--- config.mk ---
export PLATFORM = sky130hd
export DESIGN_NAME = sic_dispatch_flat
export DESIGN_NICKNAME = d
export VERILOG_FILES = /design/src/rtl/sic_dispatch_pkg.sv /design/src/rtl/sic_dispatch_if.sv /design/src/rtl/sic_dispatch_rr_arb.sv /design/src/rtl/sic_dispatch.sv /design/src/flat_wrapper.sv
export SDC_FILE = /design/constraint.sdc
export NUM_CORES = 1
export LEC_CHECK = 0
export CAP_MARGIN = 30
export CORE_UTILIZATION = 30
export DETAILED_ROUTE_END_ITERATION = 10
export DONT_BUFFER_PORTS = 1
export HOLD_SLACK_MARGIN = 0.1
export PLACE_DENSITY = 0.49
export SETUP_SLACK_MARGIN = 0.15
export SLEW_MARGIN = 40
export SYNTH_ARGS = -nofsm -noshare
export SYNTH_HDL_FRONTEND = slang
export SYNTH_HIERARCHICAL = 1
export SYNTH_SLANG_ARGS = --single-unit
export TNS_END_PERCENT = 100
--- constraint.sdc ---
create_clock -name clk -period 4.4 [get_ports clk]
set_input_delay 0.88 -clock clk [delete_from_list [all_inputs] [get_ports clk]]
set_output_delay 0.88 -clock clk [all_outputs]
set_load 0.02 [all_outputs]
--- src/rtl/sic_dispatch_pkg.sv ---
// Shared types for the sub-SIC dispatch path: the sic_packet_t payload and width helpers.
package sic_dispatch_pkg;

    localparam int unsigned SicNumPhyRegs = 64;
    localparam int unsigned SicNumEcrs    = 4;
    localparam int unsigned SicIdWidth    = 4;

    localparam int unsigned SicPhyRegW = $clog2(SicNumPhyRegs);
    localparam int unsigned SicEcrW    = $clog2(SicNumEcrs);

    typedef struct packed {
        logic                  valid;
        logic [31:0]           pc;
        logic [SicPhyRegW-1:0] rd;
        logic [SicPhyRegW-1:0] rs1;
        logic [SicPhyRegW-1:0] rs2;
        logic [SicEcrW-1:0]    ecr;
        logic [SicIdWidth-1:0] id;
    } sic_packet_t;

    // Occupancy counters need one more bit than the pointers to represent "full".
    function automatic int unsigned cnt_width(input int unsigned depth);
        return $clog2(depth) + 1;
    endfunction

endpackage

--- src/rtl/sic_dispatch_if.sv ---
// Issue-side bundle between the issue stage, the dispatch FIFO and the sub-SIC slots.
interface sic_dispatch_if #(
    parameter int unsigned NUM_SLOTS  = 4,
    parameter int unsigned FIFO_DEPTH = 4
) ();
    import sic_dispatch_pkg::*;

    sic_packet_t                             up_pkt;
    logic                                    up_ready;
    logic                                    flush;
    logic [NUM_SLOTS-1:0]                    slot_req;
    sic_packet_t [NUM_SLOTS-1:0]             slot_pkt;
    logic [cnt_width(FIFO_DEPTH)-1:0]        fifo_count;

    modport master (
        output up_pkt,
        output flush,
        output slot_req,
        input  up_ready,
        input  slot_pkt,
        input  fifo_count
    );

    modport slave (
        input  up_pkt,
        input  flush,
        input  slot_req,
        output up_ready,
        output slot_pkt,
        output fifo_count
    );

endinterface

--- src/rtl/sic_dispatch_rr_arb.sv ---
// Combinational round-robin picker: first eligible requester at or after ptr_i, wrapping.
module sic_dispatch_rr_arb #(
    parameter int unsigned N    = 4,
    parameter int unsigned IdxW = (N > 1) ? $clog2(N) : 1
) (
    input  logic [N-1:0]    eligible_i,
    input  logic [IdxW-1:0] ptr_i,
    output logic [N-1:0]    grant_o,
    output logic [IdxW-1:0] idx_o,
    output logic            any_o
);

    int unsigned cand;

    always_comb begin
        grant_o = '0;
        idx_o   = '0;
        any_o   = 1'b0;
        cand    = 0;
        for (int unsigned off = 0; off < N; off++) begin
            cand = (32'(ptr_i) + off) % N;
            if (!any_o && eligible_i[cand]) begin
                any_o         = 1'b1;
                grant_o[cand] = 1'b1;
                idx_o         = IdxW'(cand);
            end
        end
    end

endmodule

--- src/rtl/sic_dispatch.sv ---
// Buffers issue packets and hands each to one requesting sub-SIC slot, round-robin.
// Optional stall_cycles counter enabled by defining SIC_DISPATCH_STALL_CNT_EN.
module sic_dispatch
    import sic_dispatch_pkg::*;
#(
    parameter int unsigned NUM_SLOTS    = 4,
    parameter int unsigned FIFO_DEPTH   = 4,
    parameter int unsigned NUM_PHY_REGS = 64,
    parameter int unsigned NUM_ECRS     = 4,
    parameter int unsigned ID_WIDTH     = 4
) (
    input  logic         clk,
    input  logic         rst_n,
`ifdef SIC_DISPATCH_STALL_CNT_EN
    output logic [31:0]  stall_cycles,
`endif
    sic_dispatch_if.slave bus
);

    localparam int unsigned PtrW = $clog2(FIFO_DEPTH);
    localparam int unsigned CntW = cnt_width(FIFO_DEPTH);
    localparam int unsigned SelW = (NUM_SLOTS > 1) ? $clog2(NUM_SLOTS) : 1;

    // The packet layout is fixed in the package; reject mismatched overrides.
    if (NUM_PHY_REGS != SicNumPhyRegs || NUM_ECRS != SicNumEcrs || ID_WIDTH != SicIdWidth ||
        FIFO_DEPTH < 2 || (FIFO_DEPTH & (FIFO_DEPTH - 1)) != 0 || NUM_SLOTS < 1) begin : g_bad_cfg
        $error("sic_dispatch: unsupported parameter combination");
    end

    sic_packet_t                 mem_q [FIFO_DEPTH];
    logic [PtrW-1:0]             wr_ptr_q, rd_ptr_q;
    logic [CntW-1:0]             count_q, count_d;
    logic [SelW-1:0]             rr_ptr_q, rr_ptr_d;
    sic_packet_t [NUM_SLOTS-1:0] slot_pkt_q, slot_pkt_d;

    logic [NUM_SLOTS-1:0] eligible, grant;
    logic [SelW-1:0]      sel_idx;
    logic                 any_elig, not_empty, push, pop;

    always_comb begin
        for (int unsigned i = 0; i < NUM_SLOTS; i++) begin
            eligible[i] = bus.slot_req[i] && !slot_pkt_q[i].valid;
        end
    end

    sic_dispatch_rr_arb #(
        .N    (NUM_SLOTS),
        .IdxW (SelW)
    ) u_rr_arb (
        .eligible_i (eligible),
        .ptr_i      (rr_ptr_q),
        .grant_o    (grant),
        .idx_o      (sel_idx),
        .any_o      (any_elig)
    );

    assign not_empty    = (count_q != '0);
    assign bus.up_ready = rst_n && !bus.flush && (count_q < CntW'(FIFO_DEPTH));
    assign push         = bus.up_pkt.valid && bus.up_ready;
    assign pop          = !bus.flush && not_empty && any_elig;

    assign bus.slot_pkt   = slot_pkt_q;
    assign bus.fifo_count = count_q;

    always_comb begin
        count_d = count_q;
        if (bus.flush) begin
            count_d = '0;
        end else if (push && !pop) begin
            count_d = count_q + 1'b1;
        end else if (pop && !push) begin
            count_d = count_q - 1'b1;
        end
    end

    always_comb begin
        rr_ptr_d = rr_ptr_q;
        if (pop) begin
            rr_ptr_d = (sel_idx == SelW'(NUM_SLOTS - 1)) ? '0 : sel_idx + 1'b1;
        end
    end

    // Valid is a single-cycle pulse; payloads of idle slots are simply held.
    always_comb begin
        slot_pkt_d = slot_pkt_q;
        for (int unsigned i = 0; i < NUM_SLOTS; i++) begin
            slot_pkt_d[i].valid = 1'b0;
            if (pop && grant[i]) begin
                slot_pkt_d[i]       = mem_q[rd_ptr_q];
                slot_pkt_d[i].valid = 1'b1;
            end
        end
    end

    always_ff @(posedge clk) begin
        if (push) begin
            mem_q[wr_ptr_q] <= bus.up_pkt;
        end
    end

    always_ff @(posedge clk or negedge rst_n) begin
        if (!rst_n) begin
            wr_ptr_q   <= '0;
            rd_ptr_q   <= '0;
            count_q    <= '0;
            rr_ptr_q   <= '0;
            slot_pkt_q <= '0;
        end else begin
            count_q    <= count_d;
            rr_ptr_q   <= rr_ptr_d;
            slot_pkt_q <= slot_pkt_d;
            if (bus.flush) begin
                wr_ptr_q <= '0;
                rd_ptr_q <= '0;
            end else begin
                if (push) wr_ptr_q <= wr_ptr_q + 1'b1;
                if (pop)  rd_ptr_q <= rd_ptr_q + 1'b1;
            end
        end
    end

`ifdef SIC_DISPATCH_STALL_CNT_EN
    logic [31:0] stall_q;

    always_ff @(posedge clk or negedge rst_n) begin
        if (!rst_n) begin
            stall_q <= '0;
        end else if (not_empty && !bus.flush && !any_elig && stall_q != 32'hFFFF_FFFF) begin
            stall_q <= stall_q + 32'd1;
        end
    end

    assign stall_cycles = stall_q;
`endif

endmodule

--- src/flat_wrapper.sv ---
// flat-port wrapper written by rule: the top's interface ports become plain ports
module sic_dispatch_flat import sic_dispatch_pkg::*;
#(
    parameter int unsigned NUM_SLOTS    = 4,
    parameter int unsigned FIFO_DEPTH   = 4,
    parameter int unsigned NUM_PHY_REGS = 64,
    parameter int unsigned NUM_ECRS     = 4,
    parameter int unsigned ID_WIDTH     = 4
)
  (clk, rst_n, bus_up_pkt, bus_flush, bus_slot_req, bus_up_ready, bus_slot_pkt, bus_fifo_count);
  sic_dispatch_if #(.NUM_SLOTS(NUM_SLOTS), .FIFO_DEPTH(FIFO_DEPTH)) bus_i ();
  input  logic clk;
  input  logic rst_n;
  input wire logic [$bits(bus_i.up_pkt)-1:0] bus_up_pkt;
  input wire logic [$bits(bus_i.flush)-1:0] bus_flush;
  input wire logic [$bits(bus_i.slot_req)-1:0] bus_slot_req;
  output wire logic [$bits(bus_i.up_ready)-1:0] bus_up_ready;
  output wire logic [$bits(bus_i.slot_pkt)-1:0] bus_slot_pkt;
  output wire logic [$bits(bus_i.fifo_count)-1:0] bus_fifo_count;
  assign bus_i.up_pkt = bus_up_pkt;
  assign bus_i.flush = bus_flush;
  assign bus_i.slot_req = bus_slot_req;
  assign bus_up_ready = bus_i.up_ready;
  assign bus_slot_pkt = bus_i.slot_pkt;
  assign bus_fifo_count = bus_i.fifo_count;
  sic_dispatch #(.NUM_SLOTS(NUM_SLOTS), .FIFO_DEPTH(FIFO_DEPTH), .NUM_PHY_REGS(NUM_PHY_REGS), .NUM_ECRS(NUM_ECRS), .ID_WIDTH(ID_WIDTH)) u_core (.clk(clk), .rst_n(rst_n), .bus(bus_i));
endmodule
# ---- After elaboration in Yosys (flattened, before gate mapping)
# Memories as Yosys holds them, arrays and structs flattened.
# Index checks and enable logic that the tools add are counted.
dict set report totals {
  register_bits 237
  mem_bits_rw 228
  inputBits 64
  output_inout_bits 232
  word_cells 132
  mem_count 1
}
dict set report classes {
  addsub 8
  magnitude_cmp 9
  eq_ne 1
  muxes 42
  bitwise 3
  reduce_logical 36
}
# name depth word_bits rd rd_ports_with_merged_regs write_ports line_no
set memory_table {}
lappend memory_table {u_core.mem_q 4 57 1 0 1 sic_dispatch.sv:30} ;# sic_packet_t mem_q [FIFO_DEPTH];
# op count
set ops {}
lappend ops {{57-bit two-way mux} 4}
lappend ops {{1-bit logical AND} 22}
lappend ops {{2-bit two-way mux} 9}
lappend ops {{4-bit two-way mux} 4}
lappend ops {{1-bit two-way mux} 14}
lappend ops {{2-bit by 3-bit < comparator with 1-bit output, second input constant} 4}
lappend ops {{4-bit OR} 3}
lappend ops {{1-bit logical NOT} 10}
lappend ops {{3-bit two-way mux} 3}
lappend ops {{2-bit by 1-bit adder with 2-bit output, second input constant} 4}
lappend ops {{1-bit binary-select mux with 2-bit select} 4}
lappend ops {{1-bit demux with 2-bit select} 4}
lappend ops {{2-bit by 1-bit >= comparator with 1-bit output, second input constant} 4}
lappend ops {{3-bit nonzero test} 2}
lappend ops {{2-bit adder, second input constant} 2}
lappend ops {{2-bit nonzero test} 2}
lappend ops {{3-bit by 1-bit adder with 3-bit output, second input constant} 1}
lappend ops {{3-bit < comparator, second input constant} 1}
lappend ops {{3-bit by 1-bit subtractor with 3-bit output, second input constant} 1}
lappend ops {{2-bit equality test, second input constant} 1}

# ---- Logic depth before layout (Yosys ltp)
# Gate-level depths: netlist of the first run.
dict set report logic_depth {
  word_depth 19
  mapped_depth 14
  depth_no_buf 11
}

# ---- Modules after synthesis
# The synthesis of the first run kept the hierarchy.
# module instances cells_per_inst area_per_inst_um2 seq_area_each_um2
set by_module_without_submodules {}
lappend by_module_without_submodules {sic_dispatch 1 839 17763.3 12657.1}
lappend by_module_without_submodules {sic_dispatch_rr_arb 1 45 421.7 0.0}

# ---- Worst setup path before layout of the first run
# Ideal clock, no wire load.
dict set report synth_path {
  kind {input to register}
  from {in bus_flush}
  to {mem u_core/mem_q[0][0] (netlist name) (enable)}
  setup_time_ns 0.420
  t_arrival_ns 3.441
  t_required_ns 3.980
  setup_slack_ns 0.539
  cell_stages 5
  n_path_buf 2
  path_cell_list {clkbuf_1 > nor3b_1 > and2_1 > buf_2 > and2_1}
}
dict set report synth_between {
  elab_chain_cells 6
}
# item line_no
set synth_lines {}
lappend synth_lines {{start, declared} flat_wrapper.sv:15} ;# input wire logic [$bits(bus_i.flush)-1:0] bus_flush;
lappend synth_lines {{1-bit logical NOT} sic_dispatch.sv:58} ;# assign bus.up_ready = rst_n && !bus.flush && (count_q < CntW'(FIFO_DEPTH));
lappend synth_lines {{1-bit logical AND (2 in a row)} sic_dispatch.sv:58}
lappend synth_lines {{named net bus_up_ready} flat_wrapper.sv:17} ;# output wire logic [$bits(bus_i.up_ready)-1:0] bus_up_ready;
lappend synth_lines {{1-bit logical AND} sic_dispatch.sv:59} ;# assign push = bus.up_pkt.valid && bus.up_ready;
lappend synth_lines {{1-bit two-way mux} sic_dispatch.sv:96} ;# if (push) begin
lappend synth_lines {{1-bit two-way mux (implied by the code)} sic_dispatch.sv:97} ;# mem_q[wr_ptr_q] <= bus.up_pkt;
lappend synth_lines {{end, declared} sic_dispatch.sv:30}
# The timed path passes the listed nets, and every way through them passes these cells.

# ---- Worst setup path after layout of the first run
dict set report layout_path {
  from {reg u_core.rr_ptr_q[0]}
  to {reg u_core.slot_pkt_q, in the netlist u_core/bus.slot_pkt[3]}
}
dict set report layout_between {
  elab_chain_cells 14
  word_cells_on_any_way 50
  cone_classes {add/sub (3); order compare (8); mux (24); bitwise (3); reduce/logical (12)}
}
# item line_no
set layout_lines {}
lappend layout_lines {{start, declared} sic_dispatch.sv:33} ;# logic [SelW-1:0] rr_ptr_q, rr_ptr_d;
lappend layout_lines {{start signal, assigned} sic_dispatch.sv:110} ;# rr_ptr_q <= rr_ptr_d;
lappend layout_lines {{branches (longest 11 deep; another with 2-bit by 1-bit adder with 2-bit output)} -}
lappend layout_lines {{1-bit two-way mux *} sic_dispatch_rr_arb.sv:22} ;# if (!any_o && eligible_i[cand]) begin
lappend layout_lines {{named net u_core.any_elig} sic_dispatch.sv:38} ;# logic any_elig, not_empty, push, pop;
lappend layout_lines {{1-bit logical AND *} sic_dispatch.sv:60} ;# assign pop = !bus.flush && not_empty && any_elig;
lappend layout_lines {{1-bit logical AND *} sic_dispatch.sv:88} ;# if (pop && grant[i]) begin
lappend layout_lines {{end signal, assigned} sic_dispatch.sv:111} ;# slot_pkt_q <= slot_pkt_d;
lappend layout_lines {{end, declared} sic_dispatch.sv:34} ;# sic_packet_t [NUM_SLOTS-1:0] slot_pkt_q, slot_pkt_d;
# Mark *: on every way through the listed nets, which the timed path passes. The select of a mux whose other input is x is not followed.
# A chain may end at the register's enable or synchronous reset.

==> results of run 1 <==
-- layout by cell type (no fill, tap or decap), types with 9 or more instances in the layout --
cell type	count
clkbuf_16	53
mux2_4	116
clkbuf_1	15
ha_1	10
buf_12	12
edfxtp_1	224
mux2_2	111
mux4_2	58
dfrtp_1	235
inv_1	11
nor2_1	9
-- kinds of logic (layout without fill, tap and decap cells) --
group           count (synthesis)  in the layout  synth area share
compound gates                 22             22           0.00846
fa+ha+maj                      11             11           0.00798
simple gates                   42             42            0.0154
other cells                     0              1                 0
buf+inv                        54            123            0.0294
flops                         461            461             0.696
mux                           289            289             0.240
xor+xnor                        5              5           0.00241
-- cell type report --
| cell class | instances | area share |
|---|---|---|
| Antenna cell | 1 | 0.000121 |
| Clock buffer | 75 | 0.0718 |
| Clock inverter | 20 | 0.00790 |
| Inverter | 11 | 0.00200 |
| Multi-Input combinational cell | 369 | 0.243 |
| Sequential cell | 461 | 0.615 |
| Tap cell | 773 | 0.0470 |
| Timing Repair Buffer | 17 | 0.0135 |
-- routing by layer --
metal  part of all wire  global-route usage  up-vias
met3              0.070              0.0419       61
li1                   -                   -     3445
met5                  0                   0        -
met1               0.42               0.165     4313
met2               0.49               0.218      208
met4              0.022              0.0393        0
-- worst max-delay path by stage --
| stage | from | endpoint | slack, ns |
|---|---|---|---|
| finish | u_core/rr_ptr_q[0]$_DFFE_PN0N_ | u_core/bus.slot_pkt[3]$_DFFE_PN0P_ | 0.63 |
| detailed placement | bus_slot_req[3] | u_core/bus.slot_pkt[22]$_DFFE_PN0P_ | 0.59 |
| floorplan | bus_flush | u_core/mem_q[0][0]$_DFFE_PP_ | 0.54 |
| CTS | u_core/rr_ptr_q[0]$_DFFE_PN0N_ | u_core/bus.slot_pkt[22]$_DFFE_PN0P_ | 0.64 |
| global placement | bus_slot_req[3] | u_core/bus.slot_pkt[22]$_DFFE_PN0P_ | 0.62 |
| global route | u_core/rr_ptr_q[0]$_DFFE_PN0N_ | u_core/bus.slot_pkt[182]$_DFFE_PN0P_ | 0.41 |
-- stage by stage --
stage	cells	hold slack, ns	utilization	cell area (um2)
2_1_floorplan	884	0.492	-	18200
3_3_place_gp	1627	0.532	0.317	18900
3_5_place_dp	1631	0.530	0.319	19000
4_1_cts	1726	-0.0448	0.346	20600
5_1_grt	1726	-0.0429	0.346	20600
6_report	1727	0.000213	0.346	20600
-- power groups by stage --
stage               logic, uW  registers, uW  clock network, uW
finish                   3660           7960               4130
global route             3970           8120               4450
CTS                      3730           8000               4290
detailed placement       3720           8060                  0
global placement         3440           8200                  0
floorplan                3280           7590                  0
-- state kept, by name (all words and copies together) (netlist names) --
register,cells
u_core/mem_q,224
u_core/wr_ptr_q,2
u_core/rr_ptr_q,2
u_core/bus.fifo_count,3
u_core/rd_ptr_q,2
u_core/bus.slot_pkt,228
-- worst max-delay path, stage by stage, from the launching register on --
cell and delay [ns]:
dfrtp_1 0.68, inv_1 0.13, ha_1 0.39, mux4_2 0.45, nor3_1 0.28, nand2b_1 0.23, and3b_1 0.44, nand2_4 0.17
buf_12 0.40, mux2_2 0.39
==> flow_summary.json, run 1 <==
{
  "vias_per_cell": 4.65,
  "synth_area_um2": 18200,
  "start_util": 0.306,
  "overflow": 0,
  "crit_type": "register to register",
  "synthDistinctLibCells": 43,
  "cap_violations": 0,
  "ys_warn_count": 6,
  "synth_top_cell_by_area": "edfxtp_1",
  "setup_tns_ns": 0,
  "r2r_slack_ns": 0.63,
  "reg2regPathDepth": 9,
  "slew_headroom": 0.539,
  "p_leak_uw": 0.00815,
  "grt_pass1_vias": 8797,
  "ant_nets": 0,
  "hold_viol": 0,
  "status": "completed",
  "fp.dieW_um": 248,
  "syn_nets": 959,
  "fmax_ghz": 0.265,
  "slew_violations": 0,
  "clkSinkCount": 461,
  "placementRows": 89,
  "ys.flop_type": "dfrtp_1",
  "pin_count": 296,
  "numPortBuffers": 0,
  "cts_tree": "done",
  "core_region_area_um2": 59500,
  "place.detailed.hpwl_mm": 25.1,
  "start_kind": "register",
  "hp-class": "input port to async pin",
  "gp_congestion": 0.741,
  "wirelength_mm": 40.7,
  "setup_viol": 0,
  "synthCells": 884,
  "place_ws_ns": 0.591,
  "cts_setup_buffers": 0,
  "cts_resized": 0,
  "endpoint_kind": "register",
  "worstPathRequired_ns": 4.86,
  "power.internal_uw": 10300,
  "synth_edf_count": 224,
  "p_total_uw": 15800,
  "fillCellCount": 5593,
  "antenna_found_initial": 0,
  "drive_gt1_frac": 0.409,
  "ff_latch_area_um2": 12700,
  "synth_common_cells": "237 x dfrtp_1, 224 x edfxtp_1, 116 x mux2_4",
  "skew_ns": 0.0178,
  "grt_util_all_layers": 0.132,
  "post-synth-top-count-cell": "dfrtp_1",
  "grt_max_degree": 239,
  "rsz0062_at_grt": "no",
  "ys_seq_area_frac": 0.696,
  "drt_pass1_iterations": 4,
  "grt_pass1_wl_mm": 60.1,
  "synthArstFlopShare": 0.514,
  "multi_input_area_um2": 5000,
  "arrival_ns": 4.23,
  "r2r_start": "u_core/rr_ptr_q[0]$_DFFE_PN0N_",
  "nNetsFinal": 986,
  "wl_per_cell_um": 23.6,
  "path_clk_slew_ns": 0.06,
  "drtIter0Drc": 360,
  "min_period_ns": 3.77,
  "fp.dieArea_um2": 61600,
  "clk_path_buf_depth": 3,
  "seq_power_share": 0.505,
  "power_density_nw_per_um2": 765,
  "synthTopCellsByArea": "edfxtp_1 37%, dfrtp_1 33%, mux2_4 9.6%",
  "yosys.area.top_type_share": 0.370,
  "numCtsBuffers": 51,
  "cp_max_fo": 57,
  "r2r-end": "u_core/bus.slot_pkt[3]$_DFFE_PN0P_",
  "clockPowerShare": 0.262,
  "h-tree-depth": 2,
  "syn_to_final_growth_pct": 13.3,
  "die_h_um": 248,
  "cts_root_buffer": "clkbuf_16",
  "power_frac_comb": 0.232,
  "clkLatencyLatePin_ns": 0.58,
  "switchingPower_uw": 5460,
  "ir_drop_v": 0.000359,
  "setup_ws_ns": 0.626,
  "synth.avg_cell_area_um2": 20.6,
  "vias": 8027,
  "tightest_slew_ns": 0.692,
  "period_share": 0.858,
  "route.detailed.drc": 0,
  "switching_share": 0.347,
  "ys_seq_elements": 461
}
Note: power is estimated with default switching activity, not from simulation.
==> run 2: changes to the inputs <==
--- a/config.mk
+++ b/config.mk
@@ -5,12 +5,12 @@
 export SDC_FILE = /design/constraint.sdc
 export NUM_CORES = 1
 export LEC_CHECK = 0
+export BUFFER_PORTS_ARGS = -buffer_cell sky130_fd_sc_hd__buf_2
 export CAP_MARGIN = 30
 export CORE_UTILIZATION = 30
 export DETAILED_ROUTE_END_ITERATION = 10
-export DONT_BUFFER_PORTS = 1
 export HOLD_SLACK_MARGIN = 0.1
-export PLACE_DENSITY = 0.49
+export PLACE_DENSITY = 0.53
 export SETUP_SLACK_MARGIN = 0.15
 export SLEW_MARGIN = 40
 export SYNTH_ARGS = -nofsm -noshare
==> flow_summary.json, run 2 (synthesis gave the netlist of run 1 again) <==
{
  "drt_pass1_iterations": 4,
  "drtIter0Drc": 405,
  "period_share": 0.802,
  "cts_resized": 0,
  "core_region_area_um2": 59500,
  "numPortBuffers": 295,
  "arrival_ns": 3.98,
  "hp-class": "input port to async pin",
  "worstPathRequired_ns": 4.85,
  "drive_gt1_frac": 0.552,
  "vias_per_cell": 4.53,
  "min_period_ns": 3.53,
  "route.detailed.drc": 0,
  "endpoint_kind": "register",
  "fp.dieW_um": 248,
  "nNetsFinal": 1286,
  "largest_reg_flops": 228,
  "place.detailed.hpwl_mm": 26.9,
  "cts_setup_buffers": 0,
  "skew_ns": 0.0128,
  "cp_max_fo": 31,
  "place_area_um2": 20500,
  "start_kind": "register",
  "tightest_slew_ns": 0.723,
  "grt_pass1_vias": 9720,
  "setup_tns_ns": 0,
  "p_leak_uw": 0.00945,
  "layout_common_cells": "294 x buf_2, 235 x dfrtp_1, 224 x edfxtp_1",
  "wirelength_mm": 41.9,
  "fillCellCount": 5583,
  "fin_cells": 2024,
  "pin_count": 296,
  "clkLatencyLatePin_ns": 0.57,
  "grt_pass1_wl_mm": 62.7,
  "vias": 9165,
  "antenna_found_initial": 2,
  "slew_violations": 0,
  "cts-hold-fix-buffers": 0,
  "syn_to_final_growth_pct": 22.0,
  "slowest_delay_ns": 0.68,
  "numCtsBuffers": 52,
  "clkSinkCount": 461,
  "crit_type": "register to register",
  "gp_congestion": 0.715,
  "dp.cells": 1930,
  "path_clk_slew_ns": 0.06,
  "grt_util_all_layers": 0.136,
  "path_cells": "inv_1, ha_1, mux4_2, nor3_1, nand2b_1, and3b_1, buf_4, nand2_4, buf_12, mux2_2",
  "start_util": 0.306,
  "grt_max_degree": 70,
  "die_h_um": 248,
  "hold_viol": 0,
  "ir_drop_v": 0.000426,
  "overflow": 0,
  "placementRows": 89,
  "slew_headroom": 0.518,
  "cts_root_buffer": "clkbuf_16",
  "status": "completed",
  "cts_tree": "done",
  "wl_per_cell_um": 20.7,
  "power_density_nw_per_um2": 759,
  "design_area_um2": 22200,
  "cpLargestDelayFamily": "simple AND/OR/NAND/NOR gates",
  "fp.dieArea_um2": 61600,
  "clk_path_buf_depth": 3,
  "setup_viol": 0,
  "cap_violations": 0,
  "critical_path.slowest_cell": "dfrtp_1",
  "ant_nets": 0,
  "rsz0062_at_grt": "no",
  "h-tree-depth": 2,
  "layout.cells.most_common": "buf_2",
  "cp_num_buf_inv": 3,
  "fmax_ghz": 0.283
}
-- run 2: power by group --
group / switching [uW] / internal (uW) / total [uW] / leakage [uW]
clock: 1690 / 2530 / 4220 / 0.000820
sequential: 727 / 5670 / 6400 / 0.00491
combinational: 3300 / 2920 / 6220 / 0.00372
-- run 2: worst register-to-register path, cell delays in order (launching register included) --
cell and delay (ns):
dfrtp_1 0.68, inv_1 0.15, ha_1 0.39, mux4_2 0.44
nor3_1 0.28, nand2b_1 0.23, and3b_1 0.27, buf_4 0.20
nand2_4 0.11, buf_12 0.24, mux2_2 0.43
-- run 2: worst paths after layout --
path,from,endpoint,slack (ns),depth (start not counted)
max in group asynchronous,rst_n,u_core/bus.slot_pkt[116]$_DFFE_PN0P_,2.70,3
min,rst_n,u_core/bus.slot_pkt[211]$_DFFE_PN0P_,0.15,1
min reg2reg,u_core/bus.slot_pkt[2]$_DFFE_PN0P_,u_core/bus.slot_pkt[2]$_DFFE_PN0P_,0.50,1
max reg2reg,u_core/rr_ptr_q[0]$_DFFE_PN0N_,u_core/bus.slot_pkt[116]$_DFFE_PN0P_,0.87,10
min in group clk,u_core/bus.slot_pkt[2]$_DFFE_PN0P_,u_core/bus.slot_pkt[2]$_DFFE_PN0P_,0.50,1
max,u_core/rr_ptr_q[0]$_DFFE_PN0N_,u_core/bus.slot_pkt[116]$_DFFE_PN0P_,0.87,10
-- run 2: layer usage --
layer  wire length [um]  GRT usage
met4                843     0.0412
met2              20800      0.231
met1              18000      0.172
met5                 23          0
met3               2190     0.0326
-- run 2: layout make-up --
type	instances	area [um2]	share of cell area
repair buffers	316	1840	0.0829
clock inverters	18	171	0.00772
clock buffers	75	1500	0.0676
inverters	11	41.3	0.00186
diodes	1	2.50	0.000113
multi-input cells	369	5000	0.225
flip-flops and latches	461	12700	0.571
well taps	773	967	0.0436
-- run 2: metrics by stage --
step | worst slack (ns) | power, uW | utilization | hold slack, ns
after floorplan | 0.539 | 10900 | - | 0.492
after global placement | 0.739 | 12700 | 0.344 | 0.485
after detailed placement | 0.711 | 12800 | 0.345 | 0.488
after CTS | 0.877 | 17100 | 0.373 | 0.119
after global routing | 0.622 | 17700 | 0.373 | 0.142
final | 0.870 | 16800 | 0.373 | 0.154
